--- config.mk ---
export PLATFORM = sky130hd
export DESIGN_NAME = noc_credit_out_buffer_flat
export DESIGN_NICKNAME = d
export VERILOG_FILES = /design/src/rtl/noc_credit_out_buffer_pkg.sv /design/src/rtl/noc_credit_out_buffer_if.sv /design/src/rtl/noc_credit_out_buffer_flit_fifo.sv /design/src/rtl/noc_credit_out_buffer.sv /design/src/flat_wrapper.sv
export SDC_FILE = /design/constraint.sdc
export NUM_CORES = 1
export LEC_CHECK = 0
export ABC_AREA = 1
export ABC_CLOCK_PERIOD_IN_PS = 2500
export CELL_PAD_IN_SITES_DETAIL_PLACEMENT = 0
export CELL_PAD_IN_SITES_GLOBAL_PLACEMENT = 2
export CORE_UTILIZATION = 35
export DETAILED_ROUTE_END_ITERATION = 7
export GPL_ROUTABILITY_DRIVEN = 1
export PLACE_DENSITY_LB_ADDON = 0.3
export SYNTH_ARGS = -nofsm -noshare
export SYNTH_HDL_FRONTEND = slang
export SYNTH_HIERARCHICAL = 1
export SYNTH_SLANG_ARGS = --single-unit
--- constraint.sdc ---
create_clock -name clk -period 2.5 [get_ports clk]
set_input_delay 0.5 -clock clk [delete_from_list [all_inputs] [get_ports clk]]
set_output_delay 0.5 -clock clk [all_outputs]
set_load 0.05 [all_outputs]
--- src/rtl/noc_credit_out_buffer_pkg.sv ---
// Shared constants and helpers for the credit-mode NoC output buffer.
// FIFO entries are laid out as {tail, flit}; the tail lives at bit FLIT_WIDTH.
package noc_credit_out_buffer_pkg;

  localparam int unsigned FLIT_WIDTH_DEF           = 32'd80;
  localparam int unsigned OUT_BUFFER_DEPTH_DEF     = 32'd6;
  localparam int unsigned LOG_OUT_BUFFER_DEPTH_DEF = 32'd3;
  localparam int unsigned CREDITS_DEF              = 32'd6;
  localparam int unsigned LOG_CREDITS_DEF          = 32'd3;
  localparam int unsigned TAIL_BIT_DEF             = FLIT_WIDTH_DEF;

  // {send, credit return} events seen by the credit counter in one cycle
  typedef enum logic [1:0] {
    CR_HOLD   = 2'b00,
    CR_RETURN = 2'b01,
    CR_SEND   = 2'b10,
    CR_BOTH   = 2'b11
  } credit_evt_e;

  // Circular pointer increment for depths that need not be a power of two
  function automatic int unsigned wrap_next(input int unsigned ptr, input int unsigned depth);
    if (ptr == depth - 32'd1) begin
      return 32'd0;
    end else begin
      return ptr + 32'd1;
    end
  endfunction

endpackage

--- src/rtl/noc_credit_out_buffer_if.sv ---
// NI-side push port plus credit-based link toward the switch.
interface noc_credit_out_buffer_if
  import noc_credit_out_buffer_pkg::*;
#(
  parameter int unsigned FLIT_WIDTH = FLIT_WIDTH_DEF
) ();

  logic [FLIT_WIDTH-1:0] data_in;
  logic                  data_tail;
  logic                  write;
  logic                  full;
  logic [FLIT_WIDTH-1:0] FLIT_out;
  logic                  VALID_out;
  logic                  FWDAUX1_out;
  logic                  BWDAUX1_in;
  logic                  BWDAUX2_in;
  logic                  BWDAUX3_in;
  logic                  credit_err;

  modport slave (
    input  data_in, data_tail, write, BWDAUX1_in, BWDAUX2_in, BWDAUX3_in,
    output full, FLIT_out, VALID_out, FWDAUX1_out, credit_err
  );

  modport master (
    output data_in, data_tail, write, BWDAUX1_in, BWDAUX2_in, BWDAUX3_in,
    input  full, FLIT_out, VALID_out, FWDAUX1_out, credit_err
  );

endinterface

--- src/rtl/noc_credit_out_buffer_flit_fifo.sv ---
// Generic {tail, flit} circular FIFO with registered full; any depth >= 2.
// Pushes while full and pops while empty are ignored; no same-edge bypass.
module noc_credit_out_buffer_flit_fifo
  import noc_credit_out_buffer_pkg::*;
#(
  parameter int unsigned WIDTH     = FLIT_WIDTH_DEF + 32'd1,
  parameter int unsigned DEPTH     = OUT_BUFFER_DEPTH_DEF,
  parameter int unsigned LOG_DEPTH = LOG_OUT_BUFFER_DEPTH_DEF
) (
  input  logic                 clk,
  input  logic                 rst,
  input  logic                 push_i,
  input  logic                 pop_i,
  input  logic [WIDTH-1:0]     wdata_i,
  output logic [WIDTH-1:0]     rdata_o,
  output logic [LOG_DEPTH-1:0] count_o,
  output logic                 full_o,
  output logic                 empty_o
);

  localparam logic [LOG_DEPTH-1:0] ZERO = {LOG_DEPTH{1'b0}};
  localparam logic [LOG_DEPTH-1:0] ONE  = LOG_DEPTH'(32'd1);
  localparam logic [LOG_DEPTH-1:0] FULL = LOG_DEPTH'(DEPTH);

  logic [WIDTH-1:0]     mem_q [DEPTH];
  logic [LOG_DEPTH-1:0] wr_ptr_q, wr_ptr_d;
  logic [LOG_DEPTH-1:0] rd_ptr_q, rd_ptr_d;
  logic [LOG_DEPTH-1:0] count_q, count_d;
  logic                 full_q, full_d;
  logic                 push_s, pop_s;

  always_comb begin
    push_s   = push_i && !full_q;
    pop_s    = pop_i && (count_q != ZERO);
    wr_ptr_d = wr_ptr_q;
    rd_ptr_d = rd_ptr_q;
    count_d  = count_q;
    if (push_s) begin
      wr_ptr_d = LOG_DEPTH'(wrap_next(32'(wr_ptr_q), DEPTH));
    end else begin
      wr_ptr_d = wr_ptr_q;
    end
    if (pop_s) begin
      rd_ptr_d = LOG_DEPTH'(wrap_next(32'(rd_ptr_q), DEPTH));
    end else begin
      rd_ptr_d = rd_ptr_q;
    end
    case ({push_s, pop_s})
      2'b10:   count_d = count_q + ONE;
      2'b01:   count_d = count_q - ONE;
      default: count_d = count_q;
    endcase
    full_d = (count_d == FULL);
  end

  always_ff @(posedge clk or negedge rst) begin
    if (!rst) begin
      wr_ptr_q <= ZERO;
      rd_ptr_q <= ZERO;
      count_q  <= ZERO;
      full_q   <= 1'b0;
    end else begin
      wr_ptr_q <= wr_ptr_d;
      rd_ptr_q <= rd_ptr_d;
      count_q  <= count_d;
      full_q   <= full_d;
    end
  end

  always_ff @(posedge clk or negedge rst) begin
    if (!rst) begin
      for (int i = 0; i < int'(DEPTH); i++) begin
        mem_q[i] <= {WIDTH{1'b0}};
      end
    end else if (push_s) begin
      mem_q[wr_ptr_q] <= wdata_i;
    end
  end

  assign rdata_o = mem_q[rd_ptr_q];
  assign count_o = count_q;
  assign full_o  = full_q;
  assign empty_o = (count_q == ZERO);

endmodule

--- src/rtl/noc_credit_out_buffer.sv ---
// Credit-mode NoC output buffer: queues NI flits and issues at most one per
// cycle onto the link while the downstream buffer has advertised credits.
module noc_credit_out_buffer
  import noc_credit_out_buffer_pkg::*;
#(
  parameter int unsigned FLIT_WIDTH           = FLIT_WIDTH_DEF,
  parameter int unsigned OUT_BUFFER_DEPTH     = OUT_BUFFER_DEPTH_DEF,
  parameter int unsigned LOG_OUT_BUFFER_DEPTH = LOG_OUT_BUFFER_DEPTH_DEF,
  parameter int unsigned CREDITS              = CREDITS_DEF,
  parameter int unsigned LOG_CREDITS          = LOG_CREDITS_DEF
) (
  input logic                      clk,
  input logic                      rst,
  noc_credit_out_buffer_if.slave   bus
);

  localparam logic [LOG_CREDITS-1:0]          CR_MAX  = LOG_CREDITS'(CREDITS);
  localparam logic [LOG_CREDITS-1:0]          CR_ONE  = LOG_CREDITS'(32'd1);
  localparam logic [LOG_CREDITS-1:0]          CR_ZERO = {LOG_CREDITS{1'b0}};
  localparam logic [LOG_OUT_BUFFER_DEPTH-1:0] CNT_ZERO = {LOG_OUT_BUFFER_DEPTH{1'b0}};

  logic [FLIT_WIDTH:0]               head_s;
  logic [LOG_OUT_BUFFER_DEPTH-1:0]   fifo_count_s;
  logic                              fifo_full_s;
  logic                              fifo_empty_unused_s;
  logic                              bwd_aux_unused_s;
  logic                              send_s;

  logic [LOG_CREDITS-1:0] credit_q, credit_d;
  logic                   err_q, err_d;
  logic                   valid_q, valid_d;
  logic [FLIT_WIDTH-1:0]  flit_q, flit_d;
  logic                   tail_q, tail_d;

  noc_credit_out_buffer_flit_fifo #(
    .WIDTH     (FLIT_WIDTH + 32'd1),
    .DEPTH     (OUT_BUFFER_DEPTH),
    .LOG_DEPTH (LOG_OUT_BUFFER_DEPTH)
  ) u_fifo (
    .clk     (clk),
    .rst     (rst),
    .push_i  (bus.write),
    .pop_i   (send_s),
    .wdata_i ({bus.data_tail, bus.data_in}),
    .rdata_o (head_s),
    .count_o (fifo_count_s),
    .full_o  (fifo_full_s),
    .empty_o (fifo_empty_unused_s)
  );

  assign bwd_aux_unused_s = bus.BWDAUX2_in ^ bus.BWDAUX3_in;
  assign send_s = (fifo_count_s != CNT_ZERO) && (credit_q != CR_ZERO);

  // Credit counter, sticky overflow flag and the registered link outputs
  always_comb begin
    credit_d = credit_q;
    err_d    = err_q;
    valid_d  = send_s;
    flit_d   = flit_q;
    tail_d   = tail_q;
    case (credit_evt_e'({send_s, bus.BWDAUX1_in}))
      CR_SEND: credit_d = credit_q - CR_ONE;
      CR_RETURN: begin
        if (credit_q == CR_MAX) begin
          err_d = 1'b1;
        end else begin
          credit_d = credit_q + CR_ONE;
        end
      end
      default: credit_d = credit_q;
    endcase
    if (send_s) begin
      flit_d = head_s[FLIT_WIDTH-1:0];
      tail_d = head_s[FLIT_WIDTH];
    end else begin
      flit_d = flit_q;
      tail_d = tail_q;
    end
  end

  always_ff @(posedge clk or negedge rst) begin
    if (!rst) begin
      credit_q <= CR_MAX;
      err_q    <= 1'b0;
      valid_q  <= 1'b0;
      flit_q   <= {FLIT_WIDTH{1'b0}};
      tail_q   <= 1'b0;
    end else begin
      credit_q <= credit_d;
      err_q    <= err_d;
      valid_q  <= valid_d;
      flit_q   <= flit_d;
      tail_q   <= tail_d;
    end
  end

  assign bus.full        = fifo_full_s;
  assign bus.VALID_out   = valid_q;
  assign bus.FLIT_out    = flit_q;
  assign bus.FWDAUX1_out = tail_q;
  assign bus.credit_err  = err_q;

endmodule

--- src/flat_wrapper.sv ---
// flat-port wrapper written by rule: the top's interface ports become plain ports
module noc_credit_out_buffer_flat import noc_credit_out_buffer_pkg::*;
#(
  parameter int unsigned FLIT_WIDTH           = FLIT_WIDTH_DEF,
  parameter int unsigned OUT_BUFFER_DEPTH     = OUT_BUFFER_DEPTH_DEF,
  parameter int unsigned LOG_OUT_BUFFER_DEPTH = LOG_OUT_BUFFER_DEPTH_DEF,
  parameter int unsigned CREDITS              = CREDITS_DEF,
  parameter int unsigned LOG_CREDITS          = LOG_CREDITS_DEF
)
  (clk, rst, bus_data_in, bus_data_tail, bus_write, bus_BWDAUX1_in, bus_BWDAUX2_in, bus_BWDAUX3_in, bus_full, bus_FLIT_out, bus_VALID_out, bus_FWDAUX1_out, bus_credit_err);
  noc_credit_out_buffer_if #(.FLIT_WIDTH(FLIT_WIDTH)) bus_i ();
  input logic clk;
  input logic rst;
  input wire logic [$bits(bus_i.data_in)-1:0] bus_data_in;
  input wire logic [$bits(bus_i.data_tail)-1:0] bus_data_tail;
  input wire logic [$bits(bus_i.write)-1:0] bus_write;
  input wire logic [$bits(bus_i.BWDAUX1_in)-1:0] bus_BWDAUX1_in;
  input wire logic [$bits(bus_i.BWDAUX2_in)-1:0] bus_BWDAUX2_in;
  input wire logic [$bits(bus_i.BWDAUX3_in)-1:0] bus_BWDAUX3_in;
  output wire logic [$bits(bus_i.full)-1:0] bus_full;
  output wire logic [$bits(bus_i.FLIT_out)-1:0] bus_FLIT_out;
  output wire logic [$bits(bus_i.VALID_out)-1:0] bus_VALID_out;
  output wire logic [$bits(bus_i.FWDAUX1_out)-1:0] bus_FWDAUX1_out;
  output wire logic [$bits(bus_i.credit_err)-1:0] bus_credit_err;
  assign bus_i.data_in = bus_data_in;
  assign bus_i.data_tail = bus_data_tail;
  assign bus_i.write = bus_write;
  assign bus_i.BWDAUX1_in = bus_BWDAUX1_in;
  assign bus_i.BWDAUX2_in = bus_BWDAUX2_in;
  assign bus_i.BWDAUX3_in = bus_BWDAUX3_in;
  assign bus_full = bus_i.full;
  assign bus_FLIT_out = bus_i.FLIT_out;
  assign bus_VALID_out = bus_i.VALID_out;
  assign bus_FWDAUX1_out = bus_i.FWDAUX1_out;
  assign bus_credit_err = bus_i.credit_err;
  noc_credit_out_buffer #(.FLIT_WIDTH(FLIT_WIDTH), .OUT_BUFFER_DEPTH(OUT_BUFFER_DEPTH), .LOG_OUT_BUFFER_DEPTH(LOG_OUT_BUFFER_DEPTH), .CREDITS(CREDITS), .LOG_CREDITS(LOG_CREDITS)) u_core (.clk(clk), .rst(rst), .bus(bus_i));
endmodule
==> impl_metrics.xml, run 1 <==
<?xml version="1.0" encoding="UTF-8"?>
<metrics>
  <group name="synthesis">
    <metric name="number_of_nets_produced_by_synthesis" unit="">3075</metric>
    <metric name="syn_avg_cell_area" unit="um^2">8.575</metric>
    <metric name="combined_area_of_all_synthesized_cells" unit="um^2">25600</metric>
    <metric name="yosys_warnings" unit="">6</metric>
    <metric name="post_synth_inst_count" unit="">2985</metric>
  </group>
  <group name="power_and_ir_drop">
    <metric name="switching_power" unit="mW">18.24</metric>
    <metric name="comb_power_share" unit="%">41.1</metric>
    <metric name="intPower" unit="mW">26.39</metric>
    <metric name="seq_power_share" unit="%">36.1</metric>
    <metric name="power_switching_share" unit="%">40.87</metric>
    <metric name="p_clk_share" unit="%">22.8</metric>
    <metric name="reported_leakage_power" unit="nW">14.73</metric>
    <metric name="pwr_density_cell" unit="nW/um^2">1452</metric>
    <metric name="vdd_ir_drop_max" unit="V">0.0009989</metric>
  </group>
  <group name="worst_setup_path">
    <metric name="worst-path-buf-inv" unit="">1</metric>
    <metric name="cp_data_required_time" unit="ns">2.00</metric>
    <metric name="worst_ep_arrival_time" unit="ns">1.89</metric>
    <metric name="critical-path-max-stage-delay" unit="ns">0.85</metric>
    <metric name="cp-start-kind" unit="">flip-flop</metric>
    <metric name="cp_slowest_cell" unit="">sky130_fd_sc_hd__clkdlybuf4s50_1</metric>
    <metric name="critical_path.top_delay_family" unit="">buffers and inverters</metric>
    <metric name="path_cells" unit="">clkdlybuf4s50_1</metric>
    <metric name="setup.worst_path.class" unit="">flip-flop to output port</metric>
    <metric name="critical_path_peak_fanout" unit="">3</metric>
    <metric name="timing.critical_path.to_type" unit="">output port</metric>
  </group>
  <group name="clocking">
    <metric name="worst_setup_hold_path_clk_slew" unit="ns">0.06</metric>
    <metric name="clock-root-buffer" unit="">sky130_fd_sc_hd__clkbuf_16</metric>
    <metric name="cts_tree" unit="">built</metric>
    <metric name="tritoncts_num_sinks" unit="">582</metric>
    <metric name="h-tree-depth" unit="">3</metric>
    <metric name="clock_insertion_delay_worst_skew" unit="ns">0.59</metric>
    <metric name="post_cts.repair.setup_buffers" unit="">0</metric>
    <metric name="tritoncts.num_buffers" unit="">68</metric>
    <metric name="cts.path.max_buffers" unit="">3</metric>
  </group>
  <group name="timing">
    <metric name="timing_max_transition_violations_final" unit="">0</metric>
    <metric name="fmaxAchievable" unit="GHz">0.4182</metric>
    <metric name="setup_total_negative_slack" unit="ns">0</metric>
    <metric name="grt_setup_unrepaired" unit="">false</metric>
    <metric name="max-slew-margin-rel" unit="%">41.29</metric>
    <metric name="minimum_clock_period_after_layout" unit="ns">2.391</metric>
    <metric name="post-route-period-util" unit="%">95.66</metric>
    <metric name="setup_viol" unit="">0</metric>
    <metric name="worst_pin_slew" unit="ns">0.8807</metric>
    <metric name="timing.clock.skew" unit="ns">0.01739</metric>
    <metric name="hold_viol_final" unit="">0</metric>
  </group>
  <group name="die">
    <metric name="design.core.area" unit="um^2">71980</metric>
    <metric name="die_w" unit="um">272.4</metric>
    <metric name="die-height" unit="um">272.4</metric>
    <metric name="placementRows" unit="">98</metric>
    <metric name="floorplan.initialDensity" unit="%">35.56</metric>
    <metric name="design.die.area" unit="um^2">74220</metric>
    <metric name="io-pin-count" unit="">171</metric>
  </group>
  <group name="routing">
    <metric name="drt_pre_antenna_iters" unit="">5</metric>
    <metric name="totalWireLength" unit="um">72480</metric>
    <metric name="first_iter_violations" unit="">1308</metric>
    <metric name="wl_per_cell" unit="um">17.74</metric>
    <metric name="detail_route.drc_violations" unit="">0</metric>
    <metric name="route.detailed.vias_per_inst" unit="">4.959</metric>
    <metric name="via_count" unit="">20260</metric>
    <metric name="drt.antenna.violating_nets" unit="">0</metric>
  </group>
  <group name="grt">
    <metric name="grt_max_degree" unit="">119</metric>
    <metric name="grt.total_usage" unit="%">19.96</metric>
    <metric name="grt_pass1_vias" unit="">20550</metric>
    <metric name="grt_antenna_before_repair" unit="">1</metric>
    <metric name="grt_pass1_wl" unit="um">116400</metric>
    <metric name="grt_remaining_overflow" unit="">0</metric>
  </group>
  <group name="final_layout">
    <metric name="drive_above_1_share" unit="%">8.995</metric>
    <metric name="instances_no_fill" unit="">4086</metric>
    <metric name="finalCoreUtilization" unit="%">42.70</metric>
    <metric name="area.growth.synth_to_final" unit="%">20.07</metric>
    <metric name="finalNetCount" unit="">3173</metric>
    <metric name="final_area" unit="um^2">30730</metric>
  </group>
  <group name="status">
    <metric name="run_status" unit="">finished, final reports clean</metric>
  </group>
  <group name="placed_design">
    <metric name="gp_congestion" unit="">0.7427</metric>
    <metric name="place_hpwl" unit="um">40560</metric>
    <metric name="dpl.cell_count" unit="">3962</metric>
    <metric name="placedInstanceArea" unit="um^2">28410</metric>
    <metric name="portBuffers" unit="">168</metric>
  </group>
  <group name="min_path">
    <metric name="worstHoldPathType" unit="">input port to asynchronous set/reset pin</metric>
  </group>
  <group name="job">
    <metric name="cap_violations" unit="">0</metric>
  </group>
</metrics>
==> routing by layer <==
metal	vias to the layer above	GRT usage, %	routed length (um)
met2	407	32.50	33550
met5	-	0	13
met3	100	2.945	3111
li1	9902	-	-
met4	2	5.544	1363
met1	9852	27.61	34440
==> what timing repair did <==
action	in CTS	in global routing
endpoints found under the setup margin	1	0
hold buffers	1	0
resized for setup	1	0
endpoints found under the hold margin	27	0
==> state kept, by name, indices dropped and copies added (netlist names) <==
| register | cells |
|---|---|
| u_core/credit_q | 3 |
| u_core/u_fifo/rd_ptr_q | 3 |
| u_core/bus.credit_err | 1 |
| u_core/u_fifo/mem_q | 486 |
| u_core/u_fifo/full_o | 1 |
| u_core/bus.FWDAUX1_out | 1 |
| u_core/bus.VALID_out | 1 |
| u_core/u_fifo/count_o | 3 |
| u_core/bus.FLIT_out | 80 |
| u_core/u_fifo/wr_ptr_q | 3 |
==> area by class of cell <==
class                   count  area [um^2]
diodes                      1        2.502
clock buffers             106         2161
clock inverters            16        155.1
fillers                  7133        41240
inverters                 182        690.7
multi-input cells        2012         9380
flip-flops and latches    582        14570
well taps                 950         1189
repair buffers            237         2581
==> power by group through the flow <==
stage | combinational, mW | clock [mW] | sequential [mW]
floorplan | 11.0 | 0 | 17.6
global placement | 18.2 | 0 | 16.1
detailed placement | 18.6 | 0 | 16.3
CTS | 18.7 | 10.5 | 16.1
global route | 20.6 | 10.9 | 16.7
finish | 18.3 | 10.2 | 16.1
==> layout by cell type, fill, tap and decap left out, types with 2 or more instances in the layout <==
cell                              instances
sky130_fd_sc_hd__dfrtp_4                  2
sky130_fd_sc_hd__inv_2                    3
sky130_fd_sc_hd__clkbuf_16               73
sky130_fd_sc_hd__fa_1                     2
sky130_fd_sc_hd__inv_1                  176
sky130_fd_sc_hd__nor2_4                   4
sky130_fd_sc_hd__nand4_4                  2
sky130_fd_sc_hd__or2_2                   80
sky130_fd_sc_hd__o211ai_1               161
sky130_fd_sc_hd__dfstp_2                  2
sky130_fd_sc_hd__buf_12                  30
sky130_fd_sc_hd__nand2_1               1082
sky130_fd_sc_hd__o21ai_1                140
sky130_fd_sc_hd__nand3_1                169
sky130_fd_sc_hd__nor2_1                   4
sky130_fd_sc_hd__xor2_1                   3
sky130_fd_sc_hd__buf_4                   38
sky130_fd_sc_hd__o21ai_0                352
sky130_fd_sc_hd__bufinv_16                3
sky130_fd_sc_hd__clkbuf_8                21
sky130_fd_sc_hd__nand3_4                  3
sky130_fd_sc_hd__clkbuf_1                12
sky130_fd_sc_hd__clkdlybuf4s50_1        166
sky130_fd_sc_hd__clkinv_2                15
sky130_fd_sc_hd__dfrtp_1                578
==> metrics by stage <==
stage | hold slack [ns] | setup WS (ns) | power, mW
after floorplan | 0.2044 | 0.2010 | 28.65
after global placement | 0.4213 | -0.01976 | 34.32
after detailed placement | 0.4230 | -0.008550 | 34.82
after CTS | 0.3867 | 0.08320 | 45.32
after global routing | 0.4198 | 0.002608 | 48.24
final | 0.4067 | 0.1086 | 44.63
==> path summary, 6_finish.rpt <==
check	from	to	slack, ns	cells past startpoint
worst max-delay path	u_core/bus.credit_err$_DFFE_PN0P_	bus_credit_err	0.11	1
worst min-delay path	rst	u_core/u_fifo/mem_q[118]$_DFFE_PN0P_	0.41	2
worst max register to register	u_core/credit_q[1]$_DFFE_PN1P_	u_core/u_fifo/full_o$_DFF_PN0_	0.15	12
worst min register to register	u_core/u_fifo/mem_q[416]$_DFFE_PN0P_	u_core/u_fifo/mem_q[416]$_DFFE_PN0P_	0.48	2
max in group asynchronous	rst	u_core/bus.FLIT_out[72]$_DFFE_PN0P_	1.12	3
min in group clk	u_core/u_fifo/mem_q[416]$_DFFE_PN0P_	u_core/u_fifo/mem_q[416]$_DFFE_PN0P_	0.48	2
No activity file was read; power rests on OpenSTA's default activity.
==> run 2, diff against run 1 <==
- CORE_ASPECT_RATIO: default -> 0.5
- SKIP_CTS_REPAIR_TIMING: default -> 1
==> impl_metrics.xml, run 2 (synthesis gave the netlist of run 1 again) <==
<?xml version="1.0" encoding="UTF-8"?>
<metrics>
  <group name="worst_setup_path">
    <metric name="path_cells" unit="">clkdlybuf4s50_1</metric>
    <metric name="timing.critical_path.to_type" unit="">output port</metric>
    <metric name="critical_path_peak_fanout" unit="">3</metric>
    <metric name="setup.worst_path.class" unit="">flip-flop to output port</metric>
    <metric name="cp_slowest_cell" unit="">sky130_fd_sc_hd__clkdlybuf4s50_1</metric>
    <metric name="critical_path.top_delay_family" unit="">buffers and inverters</metric>
    <metric name="cp_data_required_time" unit="ns">2.00</metric>
    <metric name="ff2ff_setup_slack" unit="ns">0.23</metric>
    <metric name="worst-path-buf-inv" unit="">1</metric>
    <metric name="cp-start-kind" unit="">flip-flop</metric>
    <metric name="worst_ep_arrival_time" unit="ns">1.86</metric>
    <metric name="critical-path-max-stage-delay" unit="ns">0.83</metric>
  </group>
  <group name="routing">
    <metric name="via_count" unit="">20140</metric>
    <metric name="route.detailed.vias_per_inst" unit="">4.938</metric>
    <metric name="drt.antenna.violating_nets" unit="">0</metric>
    <metric name="totalWireLength" unit="um">70880</metric>
    <metric name="wl_per_cell" unit="um">17.38</metric>
    <metric name="first_iter_violations" unit="">1228</metric>
    <metric name="drt_pre_antenna_iters" unit="">6</metric>
    <metric name="detail_route.drc_violations" unit="">0</metric>
  </group>
  <group name="die">
    <metric name="placementRows" unit="">69</metric>
    <metric name="die_w" unit="um">384.5</metric>
    <metric name="die-height" unit="um">193.2</metric>
    <metric name="design.core.area" unit="um^2">71660</metric>
    <metric name="io-pin-count" unit="">171</metric>
    <metric name="floorplan.initialDensity" unit="%">35.72</metric>
    <metric name="design.die.area" unit="um^2">74290</metric>
  </group>
  <group name="grt">
    <metric name="grt_pass1_vias" unit="">20030</metric>
    <metric name="grt_pass1_wl" unit="um">113900</metric>
    <metric name="grt_max_degree" unit="">103</metric>
    <metric name="grt.total_usage" unit="%">19.36</metric>
    <metric name="grt_remaining_overflow" unit="">0</metric>
    <metric name="grt_antenna_before_repair" unit="">0</metric>
  </group>
  <group name="timing">
    <metric name="setup_total_negative_slack" unit="ns">0</metric>
    <metric name="setup_viol" unit="">0</metric>
    <metric name="grt_setup_unrepaired" unit="">false</metric>
    <metric name="post-route-period-util" unit="%">94.48</metric>
    <metric name="timing_max_transition_violations_final" unit="">0</metric>
    <metric name="timing.clock.skew" unit="ns">0.01593</metric>
    <metric name="hold_viol_final" unit="">0</metric>
    <metric name="max-slew-margin-rel" unit="%">53.81</metric>
    <metric name="worst_pin_slew" unit="ns">0.6929</metric>
    <metric name="fmaxAchievable" unit="GHz">0.4234</metric>
    <metric name="minimum_clock_period_after_layout" unit="ns">2.362</metric>
  </group>
  <group name="final_layout">
    <metric name="regMostFlops" unit="">u_core/u_fifo/mem_q</metric>
    <metric name="finalNetCount" unit="">3168</metric>
    <metric name="insertedDiodeCount" unit="">0</metric>
    <metric name="mostFrequentLayoutCells" unit="">sky130_fd_sc_hd__nand2_1 (1,082), sky130_fd_sc_hd__dfrtp_1 (578), sky130_fd_sc_hd__o21ai_0 (352)</metric>
    <metric name="drive_above_1_share" unit="%">8.558</metric>
    <metric name="largest_register_ff_count" unit="">486</metric>
    <metric name="layout_commonest_cell" unit="">sky130_fd_sc_hd__nand2_1</metric>
    <metric name="area.growth.synth_to_final" unit="%">19.22</metric>
  </group>
  <group name="clocking">
    <metric name="worst_setup_hold_path_clk_slew" unit="ns">0.06</metric>
    <metric name="cts.path.max_buffers" unit="">3</metric>
    <metric name="cts_tree" unit="">built</metric>
    <metric name="clock-root-buffer" unit="">sky130_fd_sc_hd__clkbuf_16</metric>
    <metric name="tritoncts_num_sinks" unit="">582</metric>
    <metric name="tritoncts.num_buffers" unit="">57</metric>
    <metric name="clock_insertion_delay_worst_skew" unit="ns">0.63</metric>
    <metric name="h-tree-depth" unit="">2</metric>
  </group>
  <group name="placed_design">
    <metric name="gp_congestion" unit="">0.7209</metric>
    <metric name="place_hpwl" unit="um">39480</metric>
    <metric name="portBuffers" unit="">168</metric>
  </group>
  <group name="power_and_ir_drop">
    <metric name="report.power.total" unit="mW">43.37</metric>
    <metric name="pwr_density_cell" unit="nW/um^2">1421</metric>
    <metric name="vdd_ir_drop_max" unit="V">0.0009052</metric>
    <metric name="reported_leakage_power" unit="nW">14.59</metric>
  </group>
  <group name="job">
    <metric name="cap_violations" unit="">0</metric>
  </group>
  <group name="min_path">
    <metric name="worstHoldPathType" unit="">input port to asynchronous set/reset pin</metric>
  </group>
  <group name="status">
    <metric name="run_status" unit="">finished, final reports clean</metric>
  </group>
</metrics>
-- run 2: changes by cell type in the layout (fill, tap and decap cells not counted) --
cell                              previous run  this run
sky130_fd_sc_hd__buf_12                     30        40
sky130_fd_sc_hd__buf_4                      38        34
sky130_fd_sc_hd__bufinv_16                   3         4
sky130_fd_sc_hd__clkbuf_16                  73        57
sky130_fd_sc_hd__clkdlybuf4s50_1           166       167
sky130_fd_sc_hd__clkinv_2                   15         7
sky130_fd_sc_hd__clkinvlp_4                  0         2
sky130_fd_sc_hd__diode_2                     1         0
sky130_fd_sc_hd__dlygate4sd2_1               1         0
-- run 2: where the power goes --
group          switching, mW  internal, mW
combinational           12.0          6.36
sequential              2.16          13.9
clock                   3.74          5.20
total                   17.9          25.5
-- run 2: worst paths after layout --
path / depth (start not counted) / end / startpoint
max in group asynchronous: 4 / u_core/u_fifo/mem_q[84]$_DFFE_PN0P_ / rst
worst min-delay path: 2 / u_core/u_fifo/mem_q[54]$_DFFE_PN0P_ / rst
min in group clk: 3 / u_core/u_fifo/mem_q[62]$_DFFE_PN0P_ / bus_data_in[62]
worst max register to register: 12 / u_core/u_fifo/full_o$_DFF_PN0_ / u_core/credit_q[1]$_DFFE_PN1P_
worst min register to register: 2 / u_core/u_fifo/mem_q[424]$_DFFE_PN0P_ / u_core/u_fifo/mem_q[424]$_DFFE_PN0P_
worst max-delay path: 1 / bus_full / u_core/u_fifo/full_o$_DFF_PN0_
-- run 2: stage by stage --
| step | setup WS (ns) | cell area, um^2 | util (%) | hold slack (ns) | std cells |
|---|---|---|---|---|---|
| 5_1_grt | 0.05924 | 30520 | 42.59 | 0.3847 | 4078 |
| 4_1_cts | 0.07347 | 30510 | 42.57 | -0.2389 | 4077 |
| 6_report | 0.1380 | 30520 | 42.59 | 0.3894 | 4078 |
| 3_5_place_dp | 0.1613 | 28590 | 39.89 | 0.4461 | 3976 |
| 3_3_place_gp | 0.1630 | 28590 | 39.89 | 0.4474 | 3976 |
| 2_1_floorplan | 0.2010 | 25600 | - | 0.2044 | 2985 |
-- run 2: metal layers --
layer | wire length (um) | track usage (%) | vias up
met2 | 32600 | 31.47 | 289
met1 | 34630 | 27.29 | 9872
met3 | 2334 | 2.804 | 81
li1 | - | - | 9896
met4 | 1309 | 4.439 | 0
met5 | 0 | 0 | -
-- run 2: area by class of cell --
| cell class | count | area, um^2 |
|---|---|---|
| Clock inverter | 11 | 160.2 |
| Timing Repair Buffer | 243 | 2753 |
| Inverter | 182 | 690.7 |
| Clock buffer | 90 | 1760 |
| Sequential cell | 582 | 14570 |
| Fill cell | 7237 | 41140 |
| Multi-Input combinational cell | 2012 | 9380 |
| Tap cell | 958 | 1199 |
==> run 3, diff against run 2 <==
- SYNTH_HIERARCHICAL: 1 -> default
==> impl_metrics.xml, run 3 <==
<?xml version="1.0" encoding="UTF-8"?>
<metrics>
  <group name="final_layout">
    <metric name="layout_commonest_cell" unit="">sky130_fd_sc_hd__nand2_1</metric>
    <metric name="largest_register_ff_count" unit="">486</metric>
    <metric name="regMostFlops" unit="">u_core.u_fifo.mem_q</metric>
    <metric name="instances_no_fill" unit="">3995</metric>
    <metric name="insertedDiodeCount" unit="">0</metric>
    <metric name="mostFrequentLayoutCells" unit="">sky130_fd_sc_hd__nand2_1 (660), sky130_fd_sc_hd__dfrtp_1 (578), sky130_fd_sc_hd__o21ai_0 (530)</metric>
    <metric name="finalCoreUtilization" unit="%">43.07</metric>
    <metric name="finalNetCount" unit="">3095</metric>
    <metric name="area.growth.synth_to_final" unit="%">20.37</metric>
    <metric name="drive_above_1_share" unit="%">7.705</metric>
  </group>
  <group name="synthesis">
    <metric name="yosys_warnings" unit="">0</metric>
    <metric name="number_of_nets_produced_by_synthesis" unit="">3003</metric>
    <metric name="ys_async_rst_share" unit="%">100.0</metric>
    <metric name="synth_top_area_share" unit="%">58.21</metric>
    <metric name="post_synth_inst_count" unit="">2913</metric>
    <metric name="synth-edff-count" unit="">0</metric>
    <metric name="syn_avg_cell_area" unit="um^2">8.560</metric>
    <metric name="synth.distinct_cells" unit="">29</metric>
    <metric name="main_flop_type_after_synthesis" unit="">sky130_fd_sc_hd__dfrtp_1</metric>
    <metric name="synth_largest_area_cell" unit="">sky130_fd_sc_hd__dfrtp_1</metric>
    <metric name="post-synth-top-count-cell" unit="">sky130_fd_sc_hd__nand2_1</metric>
    <metric name="synth-seq-area-share" unit="%">58.42</metric>
    <metric name="combined_area_of_all_synthesized_cells" unit="um^2">24930</metric>
    <metric name="synth_top_cells_by_count" unit="">sky130_fd_sc_hd__nand2_1 (662), sky130_fd_sc_hd__dfrtp_1 (580), sky130_fd_sc_hd__o21ai_0 (530)</metric>
    <metric name="synth.top_cells.by_area" unit="">sky130_fd_sc_hd__dfrtp_1 (58%), sky130_fd_sc_hd__o21ai_0 (11%), sky130_fd_sc_hd__nand2_1 (10%)</metric>
    <metric name="postSynthRegisterBits" unit="">582</metric>
  </group>
  <group name="min_path">
    <metric name="worstHoldPathType" unit="">input port to asynchronous set/reset pin</metric>
  </group>
  <group name="placed_design">
    <metric name="dpl.cell_count" unit="">3891</metric>
    <metric name="gp_congestion" unit="">0.7409</metric>
    <metric name="portBuffers" unit="">168</metric>
    <metric name="place_hpwl" unit="um">39140</metric>
  </group>
  <group name="routing">
    <metric name="route.detailed.vias_per_inst" unit="">4.977</metric>
    <metric name="detail_route.drc_violations" unit="">0</metric>
    <metric name="drt.antenna.violating_nets" unit="">0</metric>
    <metric name="first_iter_violations" unit="">1447</metric>
    <metric name="totalWireLength" unit="um">70770</metric>
    <metric name="drt_pre_antenna_iters" unit="">5</metric>
    <metric name="via_count" unit="">19880</metric>
    <metric name="wl_per_cell" unit="um">17.71</metric>
  </group>
  <group name="clocking">
    <metric name="clock_insertion_delay_worst_skew" unit="ns">0.63</metric>
    <metric name="cts.path.max_buffers" unit="">3</metric>
    <metric name="h-tree-depth" unit="">2</metric>
    <metric name="tritoncts.num_buffers" unit="">56</metric>
    <metric name="worst_setup_hold_path_clk_slew" unit="ns">0.07</metric>
    <metric name="tritoncts_num_sinks" unit="">582</metric>
    <metric name="clock-root-buffer" unit="">sky130_fd_sc_hd__clkbuf_16</metric>
    <metric name="cts_tree" unit="">built</metric>
  </group>
  <group name="grt">
    <metric name="grt_remaining_overflow" unit="">0</metric>
    <metric name="grt_pass1_vias" unit="">19340</metric>
    <metric name="grt_antenna_before_repair" unit="">0</metric>
    <metric name="grt_pass1_wl" unit="um">112900</metric>
    <metric name="grt_max_degree" unit="">129</metric>
    <metric name="grt.total_usage" unit="%">19.98</metric>
  </group>
  <group name="timing">
    <metric name="hold_viol_final" unit="">0</metric>
    <metric name="post-route-period-util" unit="%">94.02</metric>
    <metric name="setup_total_negative_slack" unit="ns">0</metric>
    <metric name="grt_setup_unrepaired" unit="">false</metric>
    <metric name="max-slew-margin-rel" unit="%">56.38</metric>
    <metric name="fmaxAchievable" unit="GHz">0.4254</metric>
    <metric name="minimum_clock_period_after_layout" unit="ns">2.351</metric>
    <metric name="timing.clock.skew" unit="ns">0.02230</metric>
    <metric name="setup_viol" unit="">0</metric>
    <metric name="timing_max_transition_violations_final" unit="">0</metric>
    <metric name="worst_pin_slew" unit="ns">0.6544</metric>
  </group>
  <group name="worst_setup_path">
    <metric name="critical_path.top_delay_family" unit="">buffers and inverters</metric>
    <metric name="critical-path-max-stage-delay" unit="ns">0.82</metric>
    <metric name="setup.worst_path.class" unit="">flip-flop to output port</metric>
    <metric name="cp_data_required_time" unit="ns">2.00</metric>
    <metric name="critical_path_peak_fanout" unit="">2</metric>
    <metric name="worst-path-buf-inv" unit="">1</metric>
    <metric name="cp-start-kind" unit="">flip-flop</metric>
    <metric name="path_cells" unit="">clkdlybuf4s50_1</metric>
    <metric name="ff2ff_setup_slack" unit="ns">0.25</metric>
    <metric name="timing.critical_path.to_type" unit="">output port</metric>
    <metric name="cp_slowest_cell" unit="">sky130_fd_sc_hd__clkdlybuf4s50_1</metric>
    <metric name="worst_ep_arrival_time" unit="ns">1.85</metric>
  </group>
  <group name="die">
    <metric name="design.die.area" unit="um^2">72380</metric>
    <metric name="die-height" unit="um">190.7</metric>
    <metric name="floorplan.initialDensity" unit="%">35.78</metric>
    <metric name="die_w" unit="um">379.5</metric>
    <metric name="placementRows" unit="">68</metric>
    <metric name="design.core.area" unit="um^2">69680</metric>
    <metric name="io-pin-count" unit="">171</metric>
  </group>
  <group name="power_and_ir_drop">
    <metric name="pwr_density_cell" unit="nW/um^2">1456</metric>
    <metric name="vdd_ir_drop_max" unit="V">0.0009387</metric>
    <metric name="report.power.total" unit="mW">43.71</metric>
    <metric name="reported_leakage_power" unit="nW">13.73</metric>
  </group>
  <group name="job">
    <metric name="cap_violations" unit="">0</metric>
  </group>
  <group name="status">
    <metric name="run_status" unit="">finished, final reports clean</metric>
  </group>
</metrics>
## run 3: power by group
| group | internal, mW | leakage [nW] | switching, mW | total [mW] |
|---|---|---|---|---|
| Combinational | 6.48 | 5.61 | 12.1 | 18.6 |
| Clock | 4.98 | 0.925 | 3.77 | 8.76 |
| Sequential | 14.0 | 7.19 | 2.35 | 16.3 |
| Total | 25.4 | 13.7 | 18.3 | 43.7 |
## run 3: cells by family (layout without fill, tap and decap cells)
kind of cell | after synthesis | in the layout | share of synthesized area (%)
simple gates | 1194 | 1194 | 19.37
compound gates | 793 | 793 | 16.51
flops | 582 | 582 | 58.42
buf+inv | 336 | 473 | 5.304
xor+xnor | 4 | 4 | 0.1405
fa+ha+maj | 3 | 3 | 0.2108
mux | 1 | 1 | 0.04015
## run 3: area by class of cell
cell class                 count  area, um^2
timing repair buffer         242        2790
sequential                   582       14570
tap                          945        1182
fill                        6972       39670
inverter                     128       486.7
multi-input combinational   1995        9112
clock buffer                  84        1658
clock inverter                19       209.0
## run 3: final timing paths
kind                                                      startpoint                              endpoint  depth (start not counted)
worst max-delay path             u_core.bus.FLIT_out[73]$_DFFE_PN0P_                      bus_FLIT_out[73]                          1
worst min register to register  u_core.u_fifo.mem_q[410]$_DFFE_PN0P_  u_core.u_fifo.mem_q[410]$_DFFE_PN0P_                          2
worst min-delay path                                             rst   u_core.bus.FLIT_out[63]$_DFFE_PN0P_                          2
max in group asynchronous                                        rst   u_core.bus.FLIT_out[15]$_DFFE_PN0P_                          4
min in group clk                                     bus_data_in[32]   u_core.u_fifo.mem_q[32]$_DFFE_PN0P_                          3
worst max register to register        u_core.credit_q[0]$_DFFE_PN0P_        u_core.credit_q[2]$_DFFE_PN1P_                         10
## run 3: through the flow
stage	instance area, um^2	setup WS (ns)	hold WS [ns]
after floorplan	24930	0.1940	0.2044
after global placement	28130	0.1551	0.4017
after detailed placement	28130	0.1604	0.4049
after CTS	30000	0.07322	-0.2869
after global routing	30010	0.009096	0.3290
final	30010	0.1494	0.3323
## run 3: metal layers
layer  vias to the layer above  GRT usage (%)  wire [um]
li1                       9730              -          -
met1                      9750          28.42      33970
met3                        68          2.697       2798
met5                         -              0          0
met4                         0          3.924        970
met2                       335          32.63      33030
